--- src/rtl/uart_tx_arbiter.sv ---
// Round-robin arbiter that lets two byte requesters share one UART transmitter.
// It waits for the transmitter to start and finish each frame, and times out if it never starts.
module uart_tx_arbiter #(
  parameter int TIMEOUT = 15
) (
  input  logic       clk,
  input  logic       reset,
  input  logic       arb_EN,
  input  logic       req_A,
  input  logic       req_B,
  input  logic [7:0] data_A,
  input  logic [7:0] data_B,
  output logic       gnt_A,
  output logic       gnt_B,
  input  logic       Tx_BUSY,
  output logic       Tx_EN,
  output logic       Tx_WR,
  output logic [7:0] Tx_DATA,
  output logic       last_src,
  output logic       tx_timeout,
  output logic       arb_busy
);

  typedef enum logic [1:0] {
    S_IDLE,
    S_WAIT_START,
    S_WAIT_DONE,
    S_FLUSH
  } state_t;

  localparam logic [7:0] TIMEOUT_C = 8'(TIMEOUT);

  state_t     r_state;
  state_t     w_state_next;
  logic [7:0] r_cnt;
  logic       r_gnt_a;
  logic       r_gnt_b;
  logic       r_tx_wr;
  logic [7:0] r_tx_data;
  logic       r_last_src;
  logic       r_timeout;
  logic       r_busy;
  logic       r_tx_en;
  logic       w_grant;
  logic       w_win_b;
  logic       w_timeout_hit;

  always_comb begin
    w_state_next  = r_state;
    w_grant       = 1'b0;
    w_timeout_hit = 1'b0;
    // On a tie the source that was not served last wins.
    w_win_b       = (req_A && req_B) ? ~r_last_src : req_B;
    case (r_state)
      S_IDLE: begin
        if (arb_EN && !Tx_BUSY && (req_A || req_B)) begin
          w_grant      = 1'b1;
          w_state_next = S_WAIT_START;
        end
      end
      S_WAIT_START: begin
        if (Tx_BUSY) begin
          w_state_next = S_WAIT_DONE;
        end else if (r_cnt == TIMEOUT_C) begin
          w_timeout_hit = 1'b1;
          w_state_next  = S_IDLE;
        end
      end
      S_WAIT_DONE: begin
        if (!Tx_BUSY) begin
          w_state_next = S_FLUSH;
        end
      end
      S_FLUSH: begin
        w_state_next = S_IDLE;
      end
      default: begin
        w_state_next = S_IDLE;
      end
    endcase
  end

  always_ff @(posedge clk) begin
    if (reset) begin
      r_state    <= S_IDLE;
      r_cnt      <= 8'h00;
      r_gnt_a    <= 1'b0;
      r_gnt_b    <= 1'b0;
      r_tx_wr    <= 1'b0;
      r_tx_data  <= 8'h00;
      r_last_src <= 1'b1;
      r_timeout  <= 1'b0;
      r_busy     <= 1'b0;
      r_tx_en    <= 1'b0;
    end else begin
      r_state   <= w_state_next;
      r_tx_wr   <= w_grant;
      r_gnt_a   <= w_grant & ~w_win_b;
      r_gnt_b   <= w_grant & w_win_b;
      r_timeout <= w_timeout_hit;
      // Built from the next state so it tracks the state register exactly.
      r_busy    <= (w_state_next != S_IDLE);
      r_tx_en   <= arb_EN || (r_state != S_IDLE);
      if (w_grant) begin
        r_tx_data  <= w_win_b ? data_B : data_A;
        r_last_src <= w_win_b;
        r_cnt      <= 8'h00;
      end else if (r_state == S_WAIT_START && r_cnt != 8'hFF) begin
        r_cnt <= r_cnt + 8'd1;
      end
    end
  end

  assign gnt_A      = r_gnt_a;
  assign gnt_B      = r_gnt_b;
  assign Tx_WR      = r_tx_wr;
  assign Tx_DATA    = r_tx_data;
  assign last_src   = r_last_src;
  assign tx_timeout = r_timeout;
  assign arb_busy   = r_busy;
  assign Tx_EN      = r_tx_en;

endmodule

--- config.mk ---
export PLATFORM = sky130hd
export DESIGN_NAME = uart_tx_arbiter
export DESIGN_NICKNAME = d
export VERILOG_FILES = /design/src/rtl/uart_tx_arbiter.sv
export SDC_FILE = /design/constraint.sdc
export NUM_CORES = 1
export LEC_CHECK = 0
export CORE_ASPECT_RATIO = 1.25
export CORE_MARGIN = 4
export CORE_UTILIZATION = 45
export CTS_CLUSTER_SIZE = 24
export DETAILED_ROUTE_END_ITERATION = 6
export PLACE_DENSITY = 0.78
export SETUP_SLACK_MARGIN = 0.05
export SLEW_MARGIN = 30
export SYNTH_ARGS = -nofsm -noshare
export SYNTH_HDL_FRONTEND = slang
export SYNTH_SLANG_ARGS = --single-unit
--- constraint.sdc ---
create_clock -name clk -period 2 [get_ports clk]
set_clock_uncertainty 0.2 [all_clocks]
set_input_delay 0.4 -clock clk [delete_from_list [all_inputs] [get_ports clk]]
set_output_delay 0.4 -clock clk [all_outputs]
set_load 0.005 [all_outputs]
==> Word level (Yosys, flattened, before mapping) <==
Index checks and enable logic that the tools add are counted.
{ "word_totals": {"regBits": 25, "latchBits": 0, "ram_bits": 0, "mem_bits_ro": 0, "out_inout_bits": 15, "mem_count": 0} }
{ "classes": {"n_addsub": 1, "n_mul": 0, "n_div": 0, "n_lt_le_gt_ge": 0, "eq_ne": 5, "shifts": 0, "muxes": 10, "n_bitwise": 5, "reduce_logical": 12} }
{ "ops": {"columns": ["op", "count"], "rows": [
  ["$add 8x1->8 const B", 1],
  ["$eq 8x4->1 const B", 1],
  ["$mux 2", 4],
  ["$mux 8", 1],
  ["$ne 8x8->1 const B", 1],
  ["$pmux 2 s4", 1],
  ["$eq 2x2->1 const B", 2],
  ["$logic_and 1x1->1", 4],
  ["$mux 1", 4],
  ["$reduce_bool 2->1", 2],
  ["$not 1->1", 3],
  ["$reduce_or 3->1", 1],
  ["$and 1x1->1", 2],
  ["$eq 2x1->1 const B", 1],
  ["$logic_not 2->1", 1],
  ["$logic_or 1x1->1", 2],
  ["$reduce_or 2->1", 1],
  ["$logic_not 1->1", 1]
]} }

==> Longest topological paths before layout <==
Gate-level depths: netlist of run 1.
{ "depth": {"depth_word": 6, "ltp_mapped": 4} }

==> Least setup slack after synthesis of run 1 <==
OpenSTA, ideal clock, no wires.
{ "synth_path": {"kind": "flip-flop to flip-flop", "startpoint": "register r_cnt[0]", "endpoint": "register r_cnt[0]", "setup_time_ps": 72, "arrival_time_ps": 1243, "required_ps": 1728, "setup_slack_ps": 485, "path_stages_with_launch": 5, "n_path_buf": 0, "cell_sequence": "dfxtp_1 ha_1 and3_1 a21oi_1 mux2i_1"} }
{ "synth_via": {"elab_chain_len": 2, "word_cells_on_any_way": 3, "cone_classes": "add/sub (1); eq/ne (1); reduce/logical (1)"} }
{ "synth_rtl": {"columns": ["item", "line", "source"], "rows": [
  ["start, declared", "35", "logic [7:0] r_cnt;"],
  ["start signal, assigned", "109", "r_cnt <= r_cnt + 8'd1;"],
  ["branches (longest 2 deep; another with $add 8x1->8)", null, null]
]} }
Several ways; the timed one is not identified.
A chain may end at the register's enable or synchronous reset.

==> Worst setup path after layout of run 1 <==
{ "layout_path": {"startpoint": "register r_last_src (netlist: last_src)", "endpoint": "output last_src"} }
{ "layout_lines": {"columns": ["item", "line", "source"], "rows": [
  ["start, declared", "40", "logic r_last_src;"],
  ["start signal, assigned", "106", "r_last_src <= w_win_b;"],
  ["end, declared", "19", "output logic last_src,"]
]} }
No word-level cell between the ends.

==> flow_summary_export.csv, run 1 <==
group,metric,value,unit
outcome,outcome,"completed",
worst_setup_path,cp.arrival,1230,ps
placed_design,port_buffers,36,
sta,setup_violations,0,
routing,drt_wl_total,2850,um
placed_design,place_inst,187,
synth,avgSynthCellArea,9.82,um2
worst_setup_path,cp_max_fo,3,
routing,dr.pass1.iters,4,
layout,drive_gt1_share,10.1,%
sta,tightest_slew,435,ps
synth,yosys_warnings,0,
routing,vias,1090,
floorplanning,chipWidth,53.8,um
floorplanning,coreArea,0.00248,mm2
layout,nets,182,
sta,hold_violations,0,
power_and_ir_drop,p_sw_share,24.9,%
routing,vias_per_cell,5.71,
synth,yosysSeqAreaShare,42.5,%
layout,final_cell_mix,"36 x clkdlybuf4s50_1, 25 x dfxtp_1, 15 x a21oi_1",
worst_setup_path,critPathMaxStageDelay,530,ps
worst_setup_path,path_class,"register to output port",
worst_setup_path,cpLargestDelayFamily,"buffers and inverters",
layout,final_common_cell,"clkdlybuf4s50_1",
synth,post_synth_instance_area,0.00118,mm2
clocking,cts.reportedPaths.clkPinSlew,130,ps
sta,fin_setup_tns,0,ps
routing,drt_iter0_drc,22,
routing,final_antenna_net_count,0,
placed_design,dp_hpwl,2160,um
clocking,cts_tree,"yes",
floorplanning,dieArea,0.00351,mm2
layout,syn_to_final_growth,34.3,%
hold_path,min_path_type,"register to register",
global_routing,grt.total_usage,18.5,%
global_routing,grt_max_degree,16,
layout,final_cells,191,
sta,min_period,1830,ps
sta,fin_hold_ws,333,ps
layout,antenna_cells,0,
synth,synth_top_area_share,42.5,%
clocking,cts_resized,0,
synth,yosysTopAreaCell,"dfxtp_1",
global_routing,grt_overflow,0,
power_and_ir_drop,power_frac_seq,56.9,%
worst_setup_path,crit_required,1400,ps
clocking,cts_buffer_depth,2,
synth,synth.area.top_cells,"dfxtp_1 42%, mux2i_1 8.5%, a211oi_1 6.4%",
routing,wl_per_cell,14.9,um
layout,fin_util,63.9,%
clocking,clock_latency,300,ps
worst_setup_path,cp-end-kind,"output port",
power_and_ir_drop,switchingPower,233,uW
sta,rsz0062_at_grt,"no",
synth,synth_nets,143,
sta,post-route-period-util,91.6,%
power_and_ir_drop,leakage,0.000583,uW
clocking,cts.htree.levels,1,
placed_design,gp_congestion,0.771,
floorplanning,boundaryPins,37,
synth,ys_seq_elements,25,
sta,finalMaxSlewViolations,0,
power_and_ir_drop,ir_drop,0.423,mV
worst_setup_path,slowest_stage,"clkdlybuf4s50_1",
sta,clock.fmax,546,MHz
global_routing,grt_pass1_wl,4950,um
power_and_ir_drop,clkPwrFrac,23.3,%
flow_run,drv_cap,0,
global_routing,antenna_found_initial,0,
power_and_ir_drop,intPower,704,uW
global_routing,grt_pass1_vias,1156,
worst_setup_path,path_cells,"clkdlybuf4s50_1",
sta,slew_headroom,71.0,%
clocking,cts_sinks,25,
routing,drc,0,
clocking,cts_setup_buffers,0,
clocking,root_buffer,"clkbuf_4",
worst_setup_path,path_buf_inv,1,
power_and_ir_drop,finalPower,938,uW
synth,synth_cell_types,37,
power_and_ir_drop,comb_power_share,19.8,%
power_and_ir_drop,power-per-cell-area,592,mW/mm2
synth,synthCells,120,
clocking,cts_hold_buf,0,
floorplanning,fp-row-count,20,
worst_setup_path,start_kind,"register",
floorplanning,start_util,47.6,%
floorplanning,die_height,65.2,um
clocking,cts_buffers,3,
-- state kept, by name, indices dropped and copies added, names as in the netlist --
| signal | flops |
|---|---|
| r_cnt | 8 |
| Tx_DATA | 8 |
| gnt_B | 1 |
| r_state | 2 |
| Tx_WR | 1 |
| last_src | 1 |
| arb_busy | 1 |
| tx_timeout | 1 |
| Tx_EN | 1 |
| gnt_A | 1 |
-- path summary, 6_finish.rpt --
path | startpoint | end | slack [ps] | cells after the start
setup / recovery | last_src | last_src | 170 | 1
setup reg to reg | r_cnt[0] | r_cnt[0] | 210 | 4
hold reg to reg | Tx_DATA[2] | Tx_DATA[2] | 330 | 2
hold / removal | Tx_DATA[2] | Tx_DATA[2] | 330 | 2
-- per-layer routing --
layer	routed length [um]	track usage, %	vias to the layer above	part of all wire [%]
met5	0	0	-	0
met4	35	7.03	0	1.2
met3	144	3.85	4	5.1
met2	1430	30.8	34	50
met1	1230	22.6	514	43
li1	-	-	538	-
-- layout make-up --
cell class                      instances  area [um2]
Sequential cell                        25         500
Clock buffer                            4        26.3
Tap cell                               33        41.3
Fill cell                             213         895
Multi-Input combinational cell         87         613
Timing Repair Buffer                   41         398
Inverter                                1        3.75
-- power by group through the flow --
stage               combinational [uW]  clock [uW]  sequential, uW
finish                             186         219             534
global route                       203         251             537
CTS                                188         224             534
detailed placement                 187           0             544
global placement                   182           0             544
floorplan                         90.6           0             543
-- synth_stat cells --
cell type / n
nor3_2: 1
mux2i_1: 10
a31oi_1: 1
clkbuf_1: 1
nor3_1: 4
o21ai_0: 3
nand3_1: 1
a41oi_1: 2
nor2_4: 1
and2b_1: 1
dfxtp_1: 25
o21bai_1: 1
a211oi_1: 10
inv_1: 1
nor2_1: 4
nand2b_1: 2
buf_4: 1
a21boi_0: 2
and2_1: 1
or4_4: 1
and3_1: 3
clkbuf_2: 1
ha_1: 1
or3_1: 1
a311oi_1: 4
a21bo_2: 1
or2b_1: 1
o31ai_2: 1
and4b_1: 1
nor4_1: 1
o211ai_1: 4
nand2_1: 5
o21ai_2: 2
a21oi_1: 15
and4_2: 1
o21a_1: 1
buf_6: 4
-- cells by family after synthesis --
| family | Yosys count | synth area share, % |
|---|---|---|
| mux | 10 | 8.49 |
| compound gates | 47 | 27.5 |
| buf+inv | 8 | 5.52 |
| simple gates | 29 | 15.0 |
| flops | 25 | 42.5 |
| fa+ha+maj | 1 | 1.06 |
-- metrics by stage --
| stage | instance area [um2] | setup slack [ps] |
|---|---|---|
| final | 1580 | 168 |
| after global routing | 1580 | 132 |
| after floorplan | 1180 | 485 |
| after global placement | 1560 | 28.4 |
| after CTS | 1580 | 174 |
| after detailed placement | 1560 | -46.3 |
(Power assumes the default switching activity.)
==> run 2, diff against run 1 <==
Settings changed: REMOVE_ABC_BUFFERS from default to 1.
==> flow_summary_export.csv, run 2 (synthesis gave the netlist of run 1 again) <==
group,metric,value,unit
outcome,outcome,"completed",
sta,post-route-period-util,91.5,%
floorplanning,coreArea,0.00248,mm2
worst_setup_path,cp-end-kind,"output port",
routing,drc,0,
clocking,root_buffer,"clkbuf_4",
worst_setup_path,crit_required,1400,ps
worst_setup_path,r2r_slack,320,ps
routing,drt_wl_total,2740,um
power_and_ir_drop,power-per-cell-area,601,mW/mm2
floorplanning,fp-row-count,20,
worst_setup_path,path_class,"register to output port",
global_routing,grt_max_degree,16,
clocking,cts.reportedPaths.clkPinSlew,150,ps
clocking,cts_buffer_depth,2,
hold_path,min_path_type,"register to register",
clocking,clock_latency,330,ps
placed_design,place_inst,187,
power_and_ir_drop,power_frac_seq,56.1,%
sta,slew_headroom,73.9,%
global_routing,grt_pass1_vias,1119,
sta,hold_violations,0,
worst_setup_path,cp_max_fo,3,
worst_setup_path,path_buf_inv,1,
sta,setup_slack,170,ps
power_and_ir_drop,clkPwrFrac,24.5,%
worst_setup_path,cp.arrival,1230,ps
power_and_ir_drop,finalPower,952,uW
layout,fill_cells,205,
layout,fin_util,63.9,%
clocking,cts.htree.levels,1,
power_and_ir_drop,ir_drop,0.311,mV
layout,syn_to_final_growth,34.4,%
flow_run,drv_cap,0,
worst_setup_path,path_cells,"clkdlybuf4s50_1",
global_routing,grt.total_usage,17.8,%
power_and_ir_drop,leakage,0.000586,uW
layout,multiInputGateArea,613,um2
clocking,cts_tree,"yes",
layout,final_common_cell,"clkdlybuf4s50_1",
routing,final_antenna_net_count,0,
placed_design,gp_congestion,0.750,
sta,rsz0062_at_grt,"no",
worst_setup_path,start_kind,"register",
sta,fin_hold_ws,339,ps
floorplanning,dieArea,0.00351,mm2
layout,final_cell_mix,"36 x clkdlybuf4s50_1, 25 x dfxtp_1, 15 x a21oi_1",
clocking,cts_buffers,3,
clocking,cts_resized,0,
layout,antenna_cells,0,
worst_setup_path,critPathMaxStageDelay,510,ps
sta,tightest_slew,391,ps
routing,wl_per_cell,14.3,um
placed_design,port_buffers,36,
clocking,cts_hold_buf,0,
clocking,cts_setup_buffers,0,
power_and_ir_drop,intPower,702,uW
global_routing,antenna_found_initial,0,
floorplanning,start_util,47.6,%
sta,finalMaxSlewViolations,0,
floorplanning,die_height,65.2,um
worst_setup_path,cpLargestDelayFamily,"buffers and inverters",
routing,dr.pass1.iters,4,
routing,vias_per_cell,5.72,
placed_design,dp_slack,-3.72,ps
placed_design,dp_hpwl,2090,um
layout,drive_gt1_share,10.8,%
sta,clock.fmax,546,MHz
global_routing,grt_overflow,0,
layout,final_cells,191,
floorplanning,boundaryPins,37,
routing,vias,1092,
sta,setup_violations,0,
floorplanning,chipWidth,53.8,um
worst_setup_path,slowest_stage,"clkdlybuf4s50_1",
power_and_ir_drop,switchingPower,250,uW
power_and_ir_drop,p_sw_share,26.2,%
routing,drt_iter0_drc,26,
global_routing,grt_pass1_wl,4750,um
clocking,cts_sinks,25,
sta,min_period,1830,ps
layout,nets,182,
power_and_ir_drop,comb_power_share,19.4,%
layout,regArea,500,um2
[run 2: final timing paths]
kind,depth (start not counted),to,startpoint
max,1,last_src,last_src
min,2,Tx_DATA[7],Tx_DATA[7]
max reg2reg,4,r_cnt[0],r_cnt[0]
min reg2reg,2,Tx_DATA[7],Tx_DATA[7]
[run 2: area by class of cell]
cell class	count	area share, %
clock buffer	3	1.42
clock inverter	1	0.316
inverter	1	0.237
multi-input combinational	87	38.7
sequential	25	31.6
tap	33	2.61
timing repair buffer	41	25.1
[run 2: power groups by stage]
| stage | clock network (uW) | logic, uW | registers (uW) |
|---|---|---|---|
| floorplan | 0 | 75.1 | 543 |
| global placement | 0 | 181 | 544 |
| detailed placement | 0 | 185 | 544 |
| CTS | 237 | 186 | 534 |
| global route | 256 | 202 | 537 |
| finish | 233 | 185 | 534 |
[run 2: layer usage]
metal | up-vias | track usage, % | wire, um
met5 | - | 0 | 0
met4 | 0 | 8.63 | 45
met3 | 6 | 4.99 | 217
met2 | 46 | 28.5 | 1290
met1 | 498 | 21.2 | 1180
li1 | 542 | - | -
[run 2: metrics by stage]
step	TNS, ps	area, um2
3_3_place_gp	0	1560
4_1_cts	0	1580
6_report	0	1580
5_1_grt	0	1580
3_5_place_dp	-4.67	1560
2_1_floorplan	0	1120
==> RTL change 1: new RTL, flow settings as in run 1 <==
Make the reset (`reset`) asynchronous in one clocked block.
--- a/src/rtl/uart_tx_arbiter.sv
+++ b/src/rtl/uart_tx_arbiter.sv
@@ -82,3 +82,3 @@
 
-  always_ff @(posedge clk) begin
+  always_ff @(posedge clk or posedge reset) begin
     if (reset) begin
Formal check against the unedited RTL: differs if reset is asserted again (counterexample within 4 cycles, from zero or initial values and one cycle with reset high); with reset held inactive, the same outputs for 10 cycles.
==> RTL change 1 against run 1 <==
Critical endpoint is now Tx_DATA[0]. Non-clock buffer count is 11 higher. Routed wire length is 4.6% higher. Fmax is 4.2% lower. Worst setup slack worse by 0.080 ns. Core utilization is 6.6 points higher. Highest routed layer unchanged. Final area is 11% higher. Global-route usage is 0.083 points lower. Largest cell class is now sequential cells. Sequential cell count stayed put. Area after synthesis is 2.3% higher. First-iteration DRC count is 120% higher.
Power is not compared: it rests on default switching activity, and its combinational part moved more than twofold at a synthesized area within 25%.
==> RTL change 1: results (changes against run 1) <==
Parameter                              Value

Run status
  Result of the run ... finished, final reports clean (unchanged)

Cells and area
  Number of ordinary inverters in the final layout ... 15 (was 1)
  Number of non-clock buffers ... 52 (was 41)
  Number of multi-input combinational cells in the layout ... 72 (was 87)
  Share of post-route cells with drive strength above 1 ... 0.161 (was 0.101)
  Filler instances ... 202 (was 213)
  Sequential cell area ... 627 sq um (was 500 sq um)
  Synth-to-layout area growth ... 46.2% (was 34.3%)

Global routing
  Via count of the first global-routing pass ... 1100 (was 1156)
  Largest net degree at the start of global routing ... 26 (was 16)
  Global-route wire length before repair ... 4900 um (was 4950 um)

Setup path
  Maximum fanout along the worst path ... 5 (was 3)
  R2R Setup Slk ... 0.09 ns (was 0.21 ns)
  Crit Reg-Reg Startpoint ... r_state[0] (was r_cnt[0])
  Cell type of the slowest stage on the worst timing path ... sky130_fd_sc_hd__or4b_4 (was sky130_fd_sc_hd__clkdlybuf4s50_1)

Logic synthesis
  Commonest cells in the netlist ... sky130_fd_sc_hd__dfrtp_1 (24), sky130_fd_sc_hd__inv_1 (15), sky130_fd_sc_hd__nor3_1 (11) (was sky130_fd_sc_hd__dfxtp_1 (25), sky130_fd_sc_hd__a21oi_1 (15), sky130_fd_sc_hd__a211oi_1 (10), sky130_fd_sc_hd__mux2i_1 (10), sky130_fd_sc_hd__nand2_1 (5))
  Main combinational cell family by area after synthesis ... simple AND/OR/NAND/NOR gates (was compound AO/OA/AOI/OAI gates)
  Cell variety after synth ... 38 (was 37)
  Arithmetic-cell share of the synthesized area counting full adders, half adders and majority gates ... 0.0104 (was 0.0106)
  Top flip-flop cell by instance count after synthesis ... sky130_fd_sc_hd__dfrtp_1 (was sky130_fd_sc_hd__dfxtp_1)
  Top area cells in the synthesized netlist ... sky130_fd_sc_hd__dfrtp_1 (50%), sky130_fd_sc_hd__a221o_1 (6.6%), sky130_fd_sc_hd__inv_1 (4.7%), sky130_fd_sc_hd__nor3_1 (4.6%), sky130_fd_sc_hd__o21ai_0 (3.3%) (was sky130_fd_sc_hd__dfxtp_1 (42%), sky130_fd_sc_hd__mux2i_1 (8.5%), sky130_fd_sc_hd__a211oi_1 (6.4%), sky130_fd_sc_hd__a21oi_1 (6.4%), sky130_fd_sc_hd__buf_6 (3.8%))
  Sequential cell area fraction in the yosys report ... 0.520 (was 0.425)

Placement
  Placer's final routability congestion estimate ... 0.859 (was 0.771)

Min path
  Tightest Hold Check Type ... in -> async (was reg -> reg)

Route
  Via count normalized by instance count ... 5.54 (was 5.71)
  Detailed-route wire length ... 2980 um (was 2850 um)

Timing
  Measured slew at the worst slew-check pin ... 0.405 ns (was 0.435 ns)
## RTL change 1: stage by stage
stage | setup TNS (ns) | worst slack (ns) | std cells | hold WS (ns)
final | 0 | 0.0883 | 201 | 0.217
after CTS | 0 | 0.0865 | 197 | 0.232
after detailed placement | -5.36 | -0.357 | 189 | 0.303
after floorplan | -0.233 | -0.0389 | 116 | 0.227
after global placement | -4.79 | -0.319 | 189 | 0.298
after global routing | 0 | 0.0313 | 201 | 0.241
## RTL change 1: power by group through the flow
stage          Sequential [mW]  Clock [mW]  Combinational [mW]
6_report                 0.771       0.217               0.756
5_1_grt                  0.792       0.241               0.832
4_1_cts                  0.771       0.221               0.717
3_5_place_dp             0.785           0               0.687
3_3_place_gp             0.780           0               0.676
2_1_floorplan            0.776           0               0.323
## RTL change 1: per-layer routing
| layer | wire length, um | GRT usage |
|---|---|---|
| met5 | 0 | 0 |
| met4 | 56 | 0.0218 |
| met3 | 154 | 0.0384 |
| met2 | 1550 | 0.320 |
| met1 | 1220 | 0.235 |
## RTL change 1: worst max path at each step
| stage | start | cells past startpoint | end |
|---|---|---|---|
| after floorplan | Tx_BUSY | 5 | Tx_DATA[0] |
| after global placement | Tx_BUSY | 4 | Tx_DATA[2] |
| after detailed placement | Tx_BUSY | 4 | Tx_DATA[2] |
| after CTS | r_state[1] | 3 | Tx_DATA[0] |
| after global routing | r_state[0] | 5 | Tx_DATA[0] |
| final | r_state[0] | 3 | Tx_DATA[0] |
## RTL change 1: critical path, delay by kind of cell, from the launching register on
| family | cells | cell delay (ns) |
|---|---|---|
| compound gates | 1 | 0.35 |
| flops | 1 | 0.41 |
| simple gates | 2 | 0.86 |
## RTL change 1: what timing repair did
action	CTS	global route
cloned	2	0
resized for setup	7	5
endpoints found under the setup margin	9	8
buffers inserted	2	4
pin swaps	6	2
==> RTL change 2: new RTL, flow settings as in run 1 <==
Without the edit above. Set the parameter `TIMEOUT` to 14 (it was 15).
--- a/src/rtl/uart_tx_arbiter.sv
+++ b/src/rtl/uart_tx_arbiter.sv
@@ -3,3 +3,3 @@
 module uart_tx_arbiter #(
-  parameter int TIMEOUT = 15
+  parameter int TIMEOUT = 14
 ) (
Function: same outputs for any inputs over 10 cycles, from zero or initial values and one cycle with reset high; that may be too few to reach the edited logic, so the function may still have changed.
==> RTL change 2 against run 1 <==
Synthesized cell count rose by 12%. Final area is 6.4% higher. Critical path type is now in -> reg. Worst setup slack got worse by 0.025 ns. Sequential cell count is the same. Power up 1.8%. Non-clock buffer count grew 4. Area after synthesis up 4.5%. Critical endpoint is now Tx_DATA[1]. Routed wire length increased by 10%.
==> RTL change 2: results (changes against run 1) <==
Parameter                              Value

Cells and area
  Synth-to-layout area growth ... 36.8% (was 34.3%)
  Number of ordinary inverters in the final layout ... 13 (was 1)
  Number of non-clock buffers ... 45 (was 41)
  Share of post-route cells with drive strength above 1 ... 0.0983 (was 0.101)
  Relative area of non-clock buffer cells in the final design ... 0.254 (was 0.251)
  Area fraction of clock buffers and clock inverters ... 0.0156 (was 0.0166)

Global routing
  Largest net degree at the start of global routing ... 14 (was 16)
  Met1 demand-to-capacity share in global routing ... 0.247 (was 0.226)
  Global-route wire length before repair ... 5180 um (was 4950 um)

Run status
  Result of the run ... finished, final reports clean (unchanged)

Logic synthesis
  Area share of the largest cell type after synthesis ... 0.407 (was 0.425)
  Top area cells in the synthesized netlist ... sky130_fd_sc_hd__dfxtp_1 (41%), sky130_fd_sc_hd__a221oi_1 (5.7%), sky130_fd_sc_hd__o32ai_1 (5.7%), sky130_fd_sc_hd__a211oi_1 (3.7%), sky130_fd_sc_hd__inv_1 (3.7%) (was sky130_fd_sc_hd__dfxtp_1 (42%), sky130_fd_sc_hd__mux2i_1 (8.5%), sky130_fd_sc_hd__a211oi_1 (6.4%), sky130_fd_sc_hd__a21oi_1 (6.4%), sky130_fd_sc_hd__buf_6 (3.8%))
  Commonest cells in the netlist ... sky130_fd_sc_hd__dfxtp_1 (25), sky130_fd_sc_hd__inv_1 (12), sky130_fd_sc_hd__a221oi_1 (8), sky130_fd_sc_hd__o32ai_1 (8), sky130_fd_sc_hd__a211oi_1 (6) (was sky130_fd_sc_hd__dfxtp_1 (25), sky130_fd_sc_hd__a21oi_1 (15), sky130_fd_sc_hd__a211oi_1 (10), sky130_fd_sc_hd__mux2i_1 (10), sky130_fd_sc_hd__nand2_1 (5))

Placement
  Placer's final routability congestion estimate ... 0.805 (was 0.771)
  Post-Place Cell Area ... 1650 sq um (was 1560 sq um)
  Instance count after placement with tap cells included ... 202 (was 187)
  HPWL reported at the end of detailed placement ... 2400 um (was 2160 um)

Route
  Total length of routed met2 wires ... 1550 um (was 1430 um)
  Average wire per cell in the routed design ... 15.2 um (was 14.9 um)
  Via count normalized by instance count ... 5.74 (was 5.71)

Setup path
  Stage delay of the slowest cell on the critical path ... 0.43 ns (was 0.53 ns)

Min path
  Launch instance of the worst min-delay path ... Tx_DATA[6] (was Tx_DATA[2])
  WHS Endpoint ... Tx_DATA[6] (was Tx_DATA[2])

Clock tree
  Post-cts gate resize count ... 1 (was 0)

Power and ir drop
  Total chip power ... 0.955 mW (was 0.938 mW)
-- RTL change 2: cell count changes after synthesis, moves of 3 or more --
cell / run 1 / this run
sky130_fd_sc_hd__mux2i_1: 10 / 2
sky130_fd_sc_hd__clkbuf_1: 1 / 4
sky130_fd_sc_hd__a21oi_1: 15 / 5
sky130_fd_sc_hd__buf_1: 0 / 3
sky130_fd_sc_hd__a211oi_1: 10 / 6
sky130_fd_sc_hd__inv_1: 1 / 12
sky130_fd_sc_hd__o32ai_1: 0 / 8
sky130_fd_sc_hd__a311oi_1: 4 / 0
sky130_fd_sc_hd__a221oi_1: 0 / 8
-- RTL change 2: logic make-up after synthesis --
group / synth area share
buffers and inverters: 0.0833
adder cells (fa/ha/maj): 0.0203
XOR/XNOR: 0.00712
AO/OA/AOI/OAI: 0.259
AND/OR/NAND/NOR: 0.207
flip-flops: 0.407
multiplexers: 0.0163
